**config.mk**
```make
export PLATFORM = sky130hd
export DESIGN_NAME = time_keeper_bcd_flat
export DESIGN_NICKNAME = d
export VERILOG_FILES = /design/src/rtl/time_keeper_bcd_pkg.sv /design/src/rtl/time_keeper_bcd_if.sv /design/src/rtl/time_keeper_bcd_counter.sv /design/src/rtl/time_keeper_bcd.sv /design/src/flat_wrapper.sv
export SDC_FILE = /design/constraint.sdc
export NUM_CORES = 1
export LEC_CHECK = 0
export CAP_MARGIN = 20
export CELL_PAD_IN_SITES_DETAIL_PLACEMENT = 1
export CELL_PAD_IN_SITES_GLOBAL_PLACEMENT = 2
export CORE_MARGIN = 2
export CORE_UTILIZATION = 35
export CTS_BUF_LIST = sky130_fd_sc_hd__clkbuf_16
export DETAILED_ROUTE_END_ITERATION = 10
export HOLD_SLACK_MARGIN = 0.08
export PLACE_DENSITY = 0.77
export SYNTH_ARGS = -nofsm -noshare
export SYNTH_HDL_FRONTEND = slang
export SYNTH_SLANG_ARGS = --single-unit
```
**constraint.sdc**
```tcl
create_clock -name CP1 -period 3.55 [get_ports CP1]
set_input_delay 0.71 -clock CP1 [delete_from_list [all_inputs] [get_ports CP1]]
set_output_delay 0.71 -clock CP1 [all_outputs]
set_load 0.005 [all_outputs]
```
**src/rtl/time_keeper_bcd_pkg.sv**
```systemverilog
// Shared clock/alarm definitions: BCD limits, blank digit code and the alarm FSM states.
// Also used by the display controller.
package clock_pkg;
  localparam logic [3:0] BLANK    = 4'hF;
  localparam logic [7:0] SEC_MAX  = 8'h59;
  localparam logic [7:0] MIN_MAX  = 8'h59;
  localparam logic [7:0] HOUR_MAX = 8'h23;

  typedef enum logic {IDLE = 1'b0, RING = 1'b1} alarm_state_e;

  // Leading-zero suppression for an hour field; values used internally stay unblanked.
  function automatic logic [7:0] blank_lead(input logic [7:0] v, input logic en);
    return (en && v[7:4] == 4'h0) ? {BLANK, v[3:0]} : v;
  endfunction
endpackage

```
**src/rtl/time_keeper_bcd_if.sv**
```systemverilog
// Key inputs and BCD time/alarm outputs of the time keeper.
interface time_keeper_bcd_if;
  logic       AdjMinKey;
  logic       AdjHourKey;
  logic       SetAlarm;
  logic       AlarmEn;
  logic [7:0] Hour;
  logic [7:0] Minutes;
  logic [7:0] Second;
  logic [7:0] AHour;
  logic [7:0] AMinutes;
  logic       Alarm;
  logic       TickSec;

  modport master (
    output AdjMinKey, AdjHourKey, SetAlarm, AlarmEn,
    input  Hour, Minutes, Second, AHour, AMinutes, Alarm, TickSec
  );
  modport slave (
    input  AdjMinKey, AdjHourKey, SetAlarm, AlarmEn,
    output Hour, Minutes, Second, AHour, AMinutes, Alarm, TickSec
  );
endinterface

```
**src/rtl/time_keeper_bcd_counter.sv**
```systemverilog
// Two-digit packed-BCD counter 00..MAX with a combinational terminal-count carry.
module bcd_mod_counter #(
  parameter logic [7:0] MAX = 8'h59
) (
  input  logic       clk_i,
  input  logic       rst_i,
  input  logic       inc_i,
  output logic [7:0] value_o,
  output logic       carry_o
);
  logic [7:0] value_q, value_d;

  assign carry_o = inc_i && (value_q == MAX);
  assign value_o = value_q;

  always_comb begin
    value_d = value_q;
    if (inc_i) begin
      if (value_q == MAX)           value_d = 8'h00;
      else if (value_q[3:0] == 4'h9) value_d = {value_q[7:4] + 4'h1, 4'h0};
      else                           value_d = {value_q[7:4], value_q[3:0] + 4'h1};
    end
  end

  always_ff @(posedge clk_i or posedge rst_i) begin
    if (rst_i) value_q <= 8'h00;
    else       value_q <= value_d;
  end
endmodule

```
**src/rtl/time_keeper_bcd.sv**
```systemverilog
// Time-of-day and alarm keeper: 1 s prescaler, synchronised adjust keys, BCD counters,
// alarm ring FSM and hour leading-zero blanking at the outputs.
module time_keeper_bcd
  import clock_pkg::*;
#(
  parameter int CLK_HZ       = 50_000_000,
  parameter int RING_SECONDS = 60,
  parameter bit BLANK_LEAD   = 1'b1
) (
  input  logic               CP1,
  input  logic               CR,
  time_keeper_bcd_if.slave   bus
);
  localparam int PW = (CLK_HZ > 1) ? $clog2(CLK_HZ) : 1;
  localparam int RW = (RING_SECONDS > 0) ? $clog2(RING_SECONDS + 1) : 1;
  localparam logic [PW-1:0] PRE_LAST  = PW'(CLK_HZ - 1);
  localparam logic [RW-1:0] RING_LAST = RW'(RING_SECONDS - 1);

  // Prescaler
  logic [PW-1:0] pre_q, pre_d;
  logic          tick, tick_d_q;

  assign tick  = (pre_q == PRE_LAST);
  assign pre_d = tick ? '0 : pre_q + 1'b1;

  always_ff @(posedge CP1 or posedge CR) begin
    if (CR) begin
      pre_q    <= '0;
      tick_d_q <= 1'b0;
    end else begin
      pre_q    <= pre_d;
      tick_d_q <= tick;
    end
  end

  // Key synchronisers, bit 0 = minute key, bit 1 = hour key
  logic [1:0] sync1_q, sync2_q, prev_q, key_pulse;

  assign key_pulse = sync2_q & ~prev_q;

  always_ff @(posedge CP1 or posedge CR) begin
    if (CR) begin
      sync1_q <= '0;
      sync2_q <= '0;
      prev_q  <= '0;
    end else begin
      sync1_q <= {bus.AdjHourKey, bus.AdjMinKey};
      sync2_q <= sync1_q;
      prev_q  <= sync2_q;
    end
  end

  // Increment muxing: an adjust replaces the tick carry into its field for that cycle
  logic clk_min_adj, clk_hour_adj, al_min_adj, al_hour_adj;
  logic sec_carry, min_carry;
  logic min_inc, hour_inc;
  logic [2:0] unused_carries;
  logic [7:0] sec, min, hour, amin, ahour;

  assign clk_min_adj  = key_pulse[0] & ~bus.SetAlarm;
  assign clk_hour_adj = key_pulse[1] & ~bus.SetAlarm;
  assign al_min_adj   = key_pulse[0] &  bus.SetAlarm;
  assign al_hour_adj  = key_pulse[1] &  bus.SetAlarm;
  assign min_inc      = clk_min_adj | sec_carry;
  assign hour_inc     = clk_hour_adj | (min_carry & ~clk_min_adj);

  bcd_mod_counter #(.MAX(SEC_MAX)) u_sec (
    .clk_i(CP1), .rst_i(CR), .inc_i(tick), .value_o(sec), .carry_o(sec_carry));
  bcd_mod_counter #(.MAX(MIN_MAX)) u_min (
    .clk_i(CP1), .rst_i(CR), .inc_i(min_inc), .value_o(min), .carry_o(min_carry));
  bcd_mod_counter #(.MAX(HOUR_MAX)) u_hour (
    .clk_i(CP1), .rst_i(CR), .inc_i(hour_inc), .value_o(hour), .carry_o(unused_carries[0]));
  bcd_mod_counter #(.MAX(MIN_MAX)) u_amin (
    .clk_i(CP1), .rst_i(CR), .inc_i(al_min_adj), .value_o(amin), .carry_o(unused_carries[1]));
  bcd_mod_counter #(.MAX(HOUR_MAX)) u_ahour (
    .clk_i(CP1), .rst_i(CR), .inc_i(al_hour_adj), .value_o(ahour), .carry_o(unused_carries[2]));

  // Alarm FSM; trigger uses tick_d so it fires once per matching minute
  alarm_state_e  state_q, state_d;
  logic [RW-1:0] ring_cnt_q, ring_cnt_d;
  logic          alarm_hit;

  assign alarm_hit = tick_d_q && bus.AlarmEn && (hour == ahour) && (min == amin) && (sec == 8'h00);

  always_comb begin
    state_d    = state_q;
    ring_cnt_d = ring_cnt_q;
    case (state_q)
      IDLE: begin
        if (alarm_hit) begin
          state_d    = RING;
          ring_cnt_d = '0;
        end
      end
      RING: begin
        if (!bus.AlarmEn || (|key_pulse)) begin
          state_d = IDLE;
        end else if (tick) begin
          if (ring_cnt_q == RING_LAST) state_d = IDLE;
          else                         ring_cnt_d = ring_cnt_q + 1'b1;
        end
      end
      default: state_d = IDLE;
    endcase
  end

  always_ff @(posedge CP1 or posedge CR) begin
    if (CR) begin
      state_q    <= IDLE;
      ring_cnt_q <= '0;
    end else begin
      state_q    <= state_d;
      ring_cnt_q <= ring_cnt_d;
    end
  end

  assign bus.Hour     = blank_lead(hour, BLANK_LEAD);
  assign bus.AHour    = blank_lead(ahour, BLANK_LEAD);
  assign bus.Minutes  = min;
  assign bus.Second   = sec;
  assign bus.AMinutes = amin;
  assign bus.Alarm    = (state_q == RING);
  assign bus.TickSec  = tick_d_q;
endmodule

```
**src/flat_wrapper.sv**
```systemverilog
// flat-port wrapper written by rule: the top's interface ports become plain ports
module time_keeper_bcd_flat import clock_pkg::*;
#(
  parameter int CLK_HZ       = 50_000_000,
  parameter int RING_SECONDS = 60,
  parameter bit BLANK_LEAD   = 1'b1
)
  (CP1, CR, bus_AdjMinKey, bus_AdjHourKey, bus_SetAlarm, bus_AlarmEn, bus_Hour, bus_Minutes, bus_Second, bus_AHour, bus_AMinutes, bus_Alarm, bus_TickSec);
  time_keeper_bcd_if bus_i ();
  input  logic CP1;
  input  logic CR;
  input wire logic [$bits(bus_i.AdjMinKey)-1:0] bus_AdjMinKey;
  input wire logic [$bits(bus_i.AdjHourKey)-1:0] bus_AdjHourKey;
  input wire logic [$bits(bus_i.SetAlarm)-1:0] bus_SetAlarm;
  input wire logic [$bits(bus_i.AlarmEn)-1:0] bus_AlarmEn;
  output wire logic [$bits(bus_i.Hour)-1:0] bus_Hour;
  output wire logic [$bits(bus_i.Minutes)-1:0] bus_Minutes;
  output wire logic [$bits(bus_i.Second)-1:0] bus_Second;
  output wire logic [$bits(bus_i.AHour)-1:0] bus_AHour;
  output wire logic [$bits(bus_i.AMinutes)-1:0] bus_AMinutes;
  output wire logic [$bits(bus_i.Alarm)-1:0] bus_Alarm;
  output wire logic [$bits(bus_i.TickSec)-1:0] bus_TickSec;
  assign bus_i.AdjMinKey = bus_AdjMinKey;
  assign bus_i.AdjHourKey = bus_AdjHourKey;
  assign bus_i.SetAlarm = bus_SetAlarm;
  assign bus_i.AlarmEn = bus_AlarmEn;
  assign bus_Hour = bus_i.Hour;
  assign bus_Minutes = bus_i.Minutes;
  assign bus_Second = bus_i.Second;
  assign bus_AHour = bus_i.AHour;
  assign bus_AMinutes = bus_i.AMinutes;
  assign bus_Alarm = bus_i.Alarm;
  assign bus_TickSec = bus_i.TickSec;
  time_keeper_bcd #(.CLK_HZ(CLK_HZ), .RING_SECONDS(RING_SECONDS), .BLANK_LEAD(BLANK_LEAD)) u_core (.CP1(CP1), .CR(CR), .bus(bus_i));
endmodule
```
==> impl_metrics.tcl, run 1 <==
set metrics [dict create \
    outcome "completed" \
    crit_slowest_cell "clkdlybuf4s50_1" \
    postRouteAntennaNets 0 \
    wl_met2_mm 5.33 \
    cts.htree.levels 3 \
    coreArea_sq_mm 0.0121 \
    post-route-period-util 0.730 \
    required_ns 2.84 \
    final_cell_mix "dfrtp_1, clkdlybuf4s50_1, nor2_1" \
    dp_cells 654 \
    ios 48 \
    cts_buffers 9 \
    gr-usage-all-layers 0.177 \
    setup_viol 0 \
    core.rowCount 40 \
    cts_root_buf "clkbuf_16" \
    maxSlewHeadroom 0.443 \
    grt_pass1_wl_mm 18.1 \
    crit_type "register to primary output" \
    dieHeight_um 116 \
    tns_ns 0 \
    grt_pass1_vias 3566 \
    synth_warnings 0 \
    max_freq_mhz 386 \
    postCtsSetupBuffers 0 \
    synth_cell_types 47 \
    insertion_delay_ns 0.35 \
    gp_congestion 0.777 \
    synth-edff-count 0 \
    leakage_nw 2.31 \
    synth_seq_cells 80 \
    ys.flop_type "dfrtp_1" \
    rsz0062_at_grt "no" \
    postSynthAreaPerCell_sq_um 9.69 \
    die-area_sq_mm 0.0134 \
    end_kind "primary output" \
    min_period_ns 2.59 \
    finalNonFillerCells 668 \
    grt_max_degree 44 \
    crit_chain "inv_1 > ha_1 > nand2b_1 > o21ai_0 > clkdlybuf4s50_1" \
    fin_area_sq_mm 0.00531 \
    fin_util 0.439 \
    syn_area_sq_mm 0.00438 \
    hold_viol 0 \
    cts_tree "built" \
    dpl-instance-area_sq_mm 0.00501 \
    antenna_found_initial 0 \
    tightest_slew_ns 0.832 \
    cp_max_fo 6 \
    diodes 0 \
    max_cap_violations 0 \
    synth_area_leader_cell "dfrtp_1" \
    dp_worst_setup_slack_ns 0.620 \
    post_drt_via_cell_ratio 5.14 \
    finalNetCount 529 \
    area_growth_pct 21.3 \
    max_stage_delay_ns 0.52 \
    clock-sinks 80 \
    dr.first_iter.drc_count 222 \
    finalWirelength_mm 10.7 \
    ctsHoldBuffers 0 \
    clockBufferDepth 2 \
    drv_slew 0 \
    die_w_um 116 \
    wl_per_cell_um 16.0 \
    wl_met3_um 428 \
    vdd_ir_drop_max_v 0.000239 \
    port_buffers 47 \
    worst_slack_ns 0.958 \
    cellPowerDensity_mw_per_mm2 623 \
    startpoint_type "register" \
    route.detailed.drc 0 \
    cts_resized 0 \
    fillers 1397 \
    synth_nets 484 \
    async_flop_share 1.00 \
    start_util 0.362 \
    wl_met1_mm 4.69 \
    clkTransAtPathRegs_ns 0.06 \
    seq_area_frac_synth 0.457 \
    clock_skew_ns 0.00856 \
    final_common_cell "dfrtp_1" \
    dp_hpwl_mm 7.75 \
    synth_cells 452 \
    grt_overflow_total 0 \
    yosysTopAreaCellShare 0.457 \
    synth_area_leaders "dfrtp_1, ha_1, xnor2_1" \
    dr.pass1.iters 4 \
    num_vias 3434 \
    highest_layer "met4" \
    crit_arrival_ns 1.88 \
    drive_gt1_frac 0.0660 \
    hold_path_class "register to register" \
]
==> synthesized netlist by cell type, types with 2 or more instances <==
| cell type | instances |
|---|---|
| a21boi_0 | 2 |
| a21o_1 | 9 |
| a21oi_1 | 9 |
| a31oi_1 | 2 |
| and2_1 | 2 |
| and3_1 | 7 |
| and3b_1 | 2 |
| and4_1 | 3 |
| buf_2 | 2 |
| buf_4 | 8 |
| clkbuf_1 | 8 |
| dfrtp_1 | 80 |
| ha_1 | 26 |
| inv_1 | 21 |
| mux2_2 | 8 |
| nand2_1 | 41 |
| nand2b_1 | 5 |
| nand3_1 | 28 |
| nand3b_1 | 3 |
| nand4_1 | 13 |
| nor2_1 | 45 |
| nor2b_1 | 5 |
| nor3_1 | 16 |
| nor4_1 | 3 |
| nor4_2 | 2 |
| nor4b_1 | 2 |
| nor4bb_1 | 3 |
| o21ai_0 | 27 |
| o21ai_1 | 2 |
| o31ai_1 | 5 |
| or4_1 | 3 |
| or4b_1 | 3 |
| xnor2_1 | 29 |
| xor2_1 | 15 |
==> critical path, delay by kind of cell, from the launching register on <==
family | cells | cell delay [ns]
compound gates | 1 | 0.15
fa+ha+maj | 1 | 0.19
buf+inv | 2 | 0.66
flops | 1 | 0.44
simple gates | 1 | 0.09
==> routing by layer <==
metal | vias to the layer above | global-route usage
met5 | - | 0
met4 | 0 | 0.0595
met3 | 18 | 0.0581
met2 | 51 | 0.301
met1 | 1711 | 0.212
li1 | 1654 | -
==> sequential cells by signal, summed over array words and instances (netlist names) <==
name                    count
u_core.pre_q               26
u_core.u_ahour.value_o      8
u_core.u_amin.value_o       8
u_core.u_hour.value_o       8
u_core.u_min.value_o        8
u_core.u_sec.value_o        8
u_core.ring_cnt_q           6
u_core.prev_q               2
u_core.sync1_q              2
u_core.sync2_q              2
u_core.bus.Alarm            1
u_core.bus.TickSec          1
==> report_power, final <==
part | internal (mW) | switching, mW | leakage (nW)
Combinational | 0.596 | 0.441 | 1.12
Sequential | 1.04 | 0.272 | 1.04
Clock | 0.602 | 0.357 | 0.149
==> stage by stage <==
| stage | power [mW] | hold WS (ns) |
|---|---|---|
| 2_1_floorplan | 1.87 | 0.331 |
| 3_3_place_gp | 2.34 | 0.362 |
| 3_5_place_dp | 2.38 | 0.344 |
| 4_1_cts | 3.36 | 0.379 |
| 5_1_grt | 3.56 | 0.380 |
| 6_report | 3.31 | 0.371 |
==> final timing paths <==
kind	start	endpoint	slack, ns	cells after the start
min in group asynchronous	CR	u_core.u_hour.value_o[5]	0.82	2
hold reg to reg	u_core.sync1_q[0]	u_core.sync2_q[0]	0.37	0
setup reg to reg	u_core.bus.Alarm	u_core.ring_cnt_q[3]	0.97	6
setup / recovery	u_core.u_hour.value_o[4]	bus_Hour[4]	0.96	5
hold / removal	u_core.sync1_q[0]	u_core.sync2_q[0]	0.37	0
max in group asynchronous	CR	u_core.pre_q[16]	2.04	3
==> area by class of cell <==
type,instances,area (sq um),area share
Clock inverter,5,73.8,0.0139
Clock buffer,9,225,0.0424
Sequential cell,80,2000,0.377
Inverter,21,80.1,0.0151
Tap cell,168,210,0.0396
Multi-Input combinational cell,333,2200,0.414
Timing Repair Buffer,52,520,0.0980
==> kinds of logic after synthesis <==
group,share of synthesized area
AND/OR/NAND/NOR,0.231
AO/OA/AOI/OAI,0.0857
multiplexers,0.0229
flip-flops,0.457
adder cells (fa/ha/maj),0.0743
XOR/XNOR,0.0880
buffers and inverters,0.0408
Power figures use the tool's default switching activity.
==> run 2: changes to the inputs <==
Settings changed: CORE_UTILIZATION 35 to 32, PLACE_DENSITY 0.77 to 0.74.
Clock period 3.55 ns to 2.3 ns, I/O delays scaled along.
==> run 2 against run 1 <==
  * First-iteration DRC count decreased by 15%
  * Non-clock buffer count rose by 42
  * Register-to-register slack worse by 0.90 ns
  * Count of clock-buffer cells in the layout is the same
  * Critical endpoint is now u_core.u_min.value_o[7]
  * Largest power group unchanged
  * Highest routed layer unchanged
==> impl_metrics.tcl, run 2 (synthesis gave the netlist of run 1 again) <==
set metrics [dict create \
    leakage_nw 2.58 \
    fillers 1501 \
    cts_root_buf "clkbuf_16" \
    tns_ns 0 \
    hold_path_class "register to register" \
    drv_slew 0 \
    insertion_delay_ns 0.35 \
    dp_hpwl_mm 8.38 \
    final_cell_mix "dfrtp_1, nor2_1, buf_4" \
    area_growth_pct 31.2 \
    cts_buffers 9 \
    cellPowerDensity_mw_per_mm2 929 \
    num_vias 3549 \
    required_ns 2.53 \
    intPower_mw 3.60 \
    route.detailed.drc 0 \
    coreArea_sq_mm 0.0133 \
    clock_skew_ns 0.00654 \
    max_cap_violations 0 \
    diodes 0 \
    cts.htree.levels 3 \
    grt_pass1_vias 3879 \
    gp_congestion 0.803 \
    gr-usage-all-layers 0.171 \
    vdd_ir_drop_max_v 0.000353 \
    port_buffers 47 \
    startpoint_type "register" \
    worst_slack_ns 0.0652 \
    core.rowCount 42 \
    power_frac_clock 0.287 \
    crit_type "register to register" \
    switching_share 0.326 \
    finalWirelength_mm 11.5 \
    drive_gt1_frac 0.167 \
    die_w_um 121 \
    dr.pass1.iters 4 \
    clkTransAtPathRegs_ns 0.06 \
    top_register "u_core.pre_q" \
    clockBufferDepth 2 \
    hold_viol 0 \
    end_kind "register" \
    antenna_found_initial 0 \
    crit_arrival_ns 2.47 \
    cp_max_fo 4 \
    postRouteAntennaNets 0 \
    post-route-period-util 0.972 \
    grt_pass1_wl_mm 19.4 \
    grt_max_degree 53 \
    ios 48 \
    dp_worst_setup_slack_ns -0.129 \
    cts_tree "built" \
    outcome "completed" \
    start_util 0.329 \
    grt_overflow_total 0 \
    post_drt_via_cell_ratio 4.93 \
    finalNetCount 571 \
    p_sw_mw 1.74 \
    setup_viol 0 \
    wl_per_cell_um 16.0 \
    tightest_slew_ns 0.473 \
    report.power.total_mw 5.34 \
    largest_reg_flops 26 \
    maxSlewHeadroom 0.682 \
    clock-sinks 80 \
    dr.first_iter.drc_count 188 \
    rsz0062_at_grt "yes" \
    min_period_ns 2.23 \
    seqPwrFrac 0.362 \
    die-area_sq_mm 0.0146 \
    dieHeight_um 121 \
    max_freq_mhz 447 \
    fin_util 0.432 \
    comb_power_share 0.351 \
    final_common_cell "dfrtp_1" \
]
run 2: cell count changes in the layout (fill, tap and decap cells not counted), sizes merged:
cell           before  now
buf                 5   47
dlygate4sd2         0    1
clkinvlp            0    2
clkdlybuf4s50      47   43
dlymetal6s2s        0    3
run 2: power groups by stage:
| stage | sequential (mW) | combinational, mW | clock [mW] |
|---|---|---|---|
| 2_1_floorplan | 1.88 | 1.00 | 0 |
| 3_3_place_gp | 1.97 | 1.75 | 0 |
| 3_5_place_dp | 1.98 | 1.81 | 0 |
| 4_1_cts | 1.94 | 1.88 | 1.59 |
| 5_1_grt | 1.98 | 2.10 | 1.64 |
| 6_report | 1.94 | 1.87 | 1.53 |
run 2: layout make-up:
class	count	area, sq um	area share
multi-input combinational	333	2260	0.393
sequential	80	2000	0.349
timing repair buffer	94	867	0.151
clock buffer	9	225	0.0392
tap	176	220	0.0383
clock inverter	7	86.3	0.0150
inverter	21	82.6	0.0144
run 2: per-stage QoR:
stage,instances,hold WS (ns),cell area [sq um]
5_1_grt,720,0.368,5750
2_1_floorplan,452,0.331,4380
6_report,720,0.360,5750
3_3_place_gp,695,0.344,5290
4_1_cts,714,0.363,5630
3_5_place_dp,695,0.346,5290
run 2: worst paths after layout:
check / slack (ns) / start / cells after the start / endpoint
max: 0.07 / u_core.pre_q[18] / 6 / u_core.u_min.value_o[7]
min: 0.36 / u_core.sync1_q[0] / 0 / u_core.sync2_q[0]
max reg2reg: 0.07 / u_core.pre_q[18] / 6 / u_core.u_min.value_o[7]
min reg2reg: 0.36 / u_core.sync1_q[0] / 0 / u_core.sync2_q[0]
max in group asynchronous: 1.45 / CR / 3 / u_core.u_amin.value_o[4]
min in group asynchronous: 0.53 / CR / 3 / u_core.sync1_q[1]
run 2: worst max-delay path: stages, from the launching register on:
cell	delay, ns
dfrtp_1	0.40
or4b_1	0.58
nor4_4	0.30
a31oi_2	0.21
buf_4	0.20
nor2_1	0.10
mux2_2	0.33
run 2: routing by layer:
layer	up-vias	GRT usage	routed length (um)
met1	1760	0.197	5060
li1	1741	-	-
met4	0	0.0436	123
met2	39	0.309	5940
met5	-	0	0
met3	9	0.0484	415
run 2: repair_timing:
| action | in CTS | in global routing |
|---|---|---|
| pin swaps | 0 | 7 |
| hold buffers | 0 | 0 |
| resized for setup | 6 | 14 |
| endpoints found under the setup margin | 5 | 11 |
| buffers inserted | 3 | 6 |
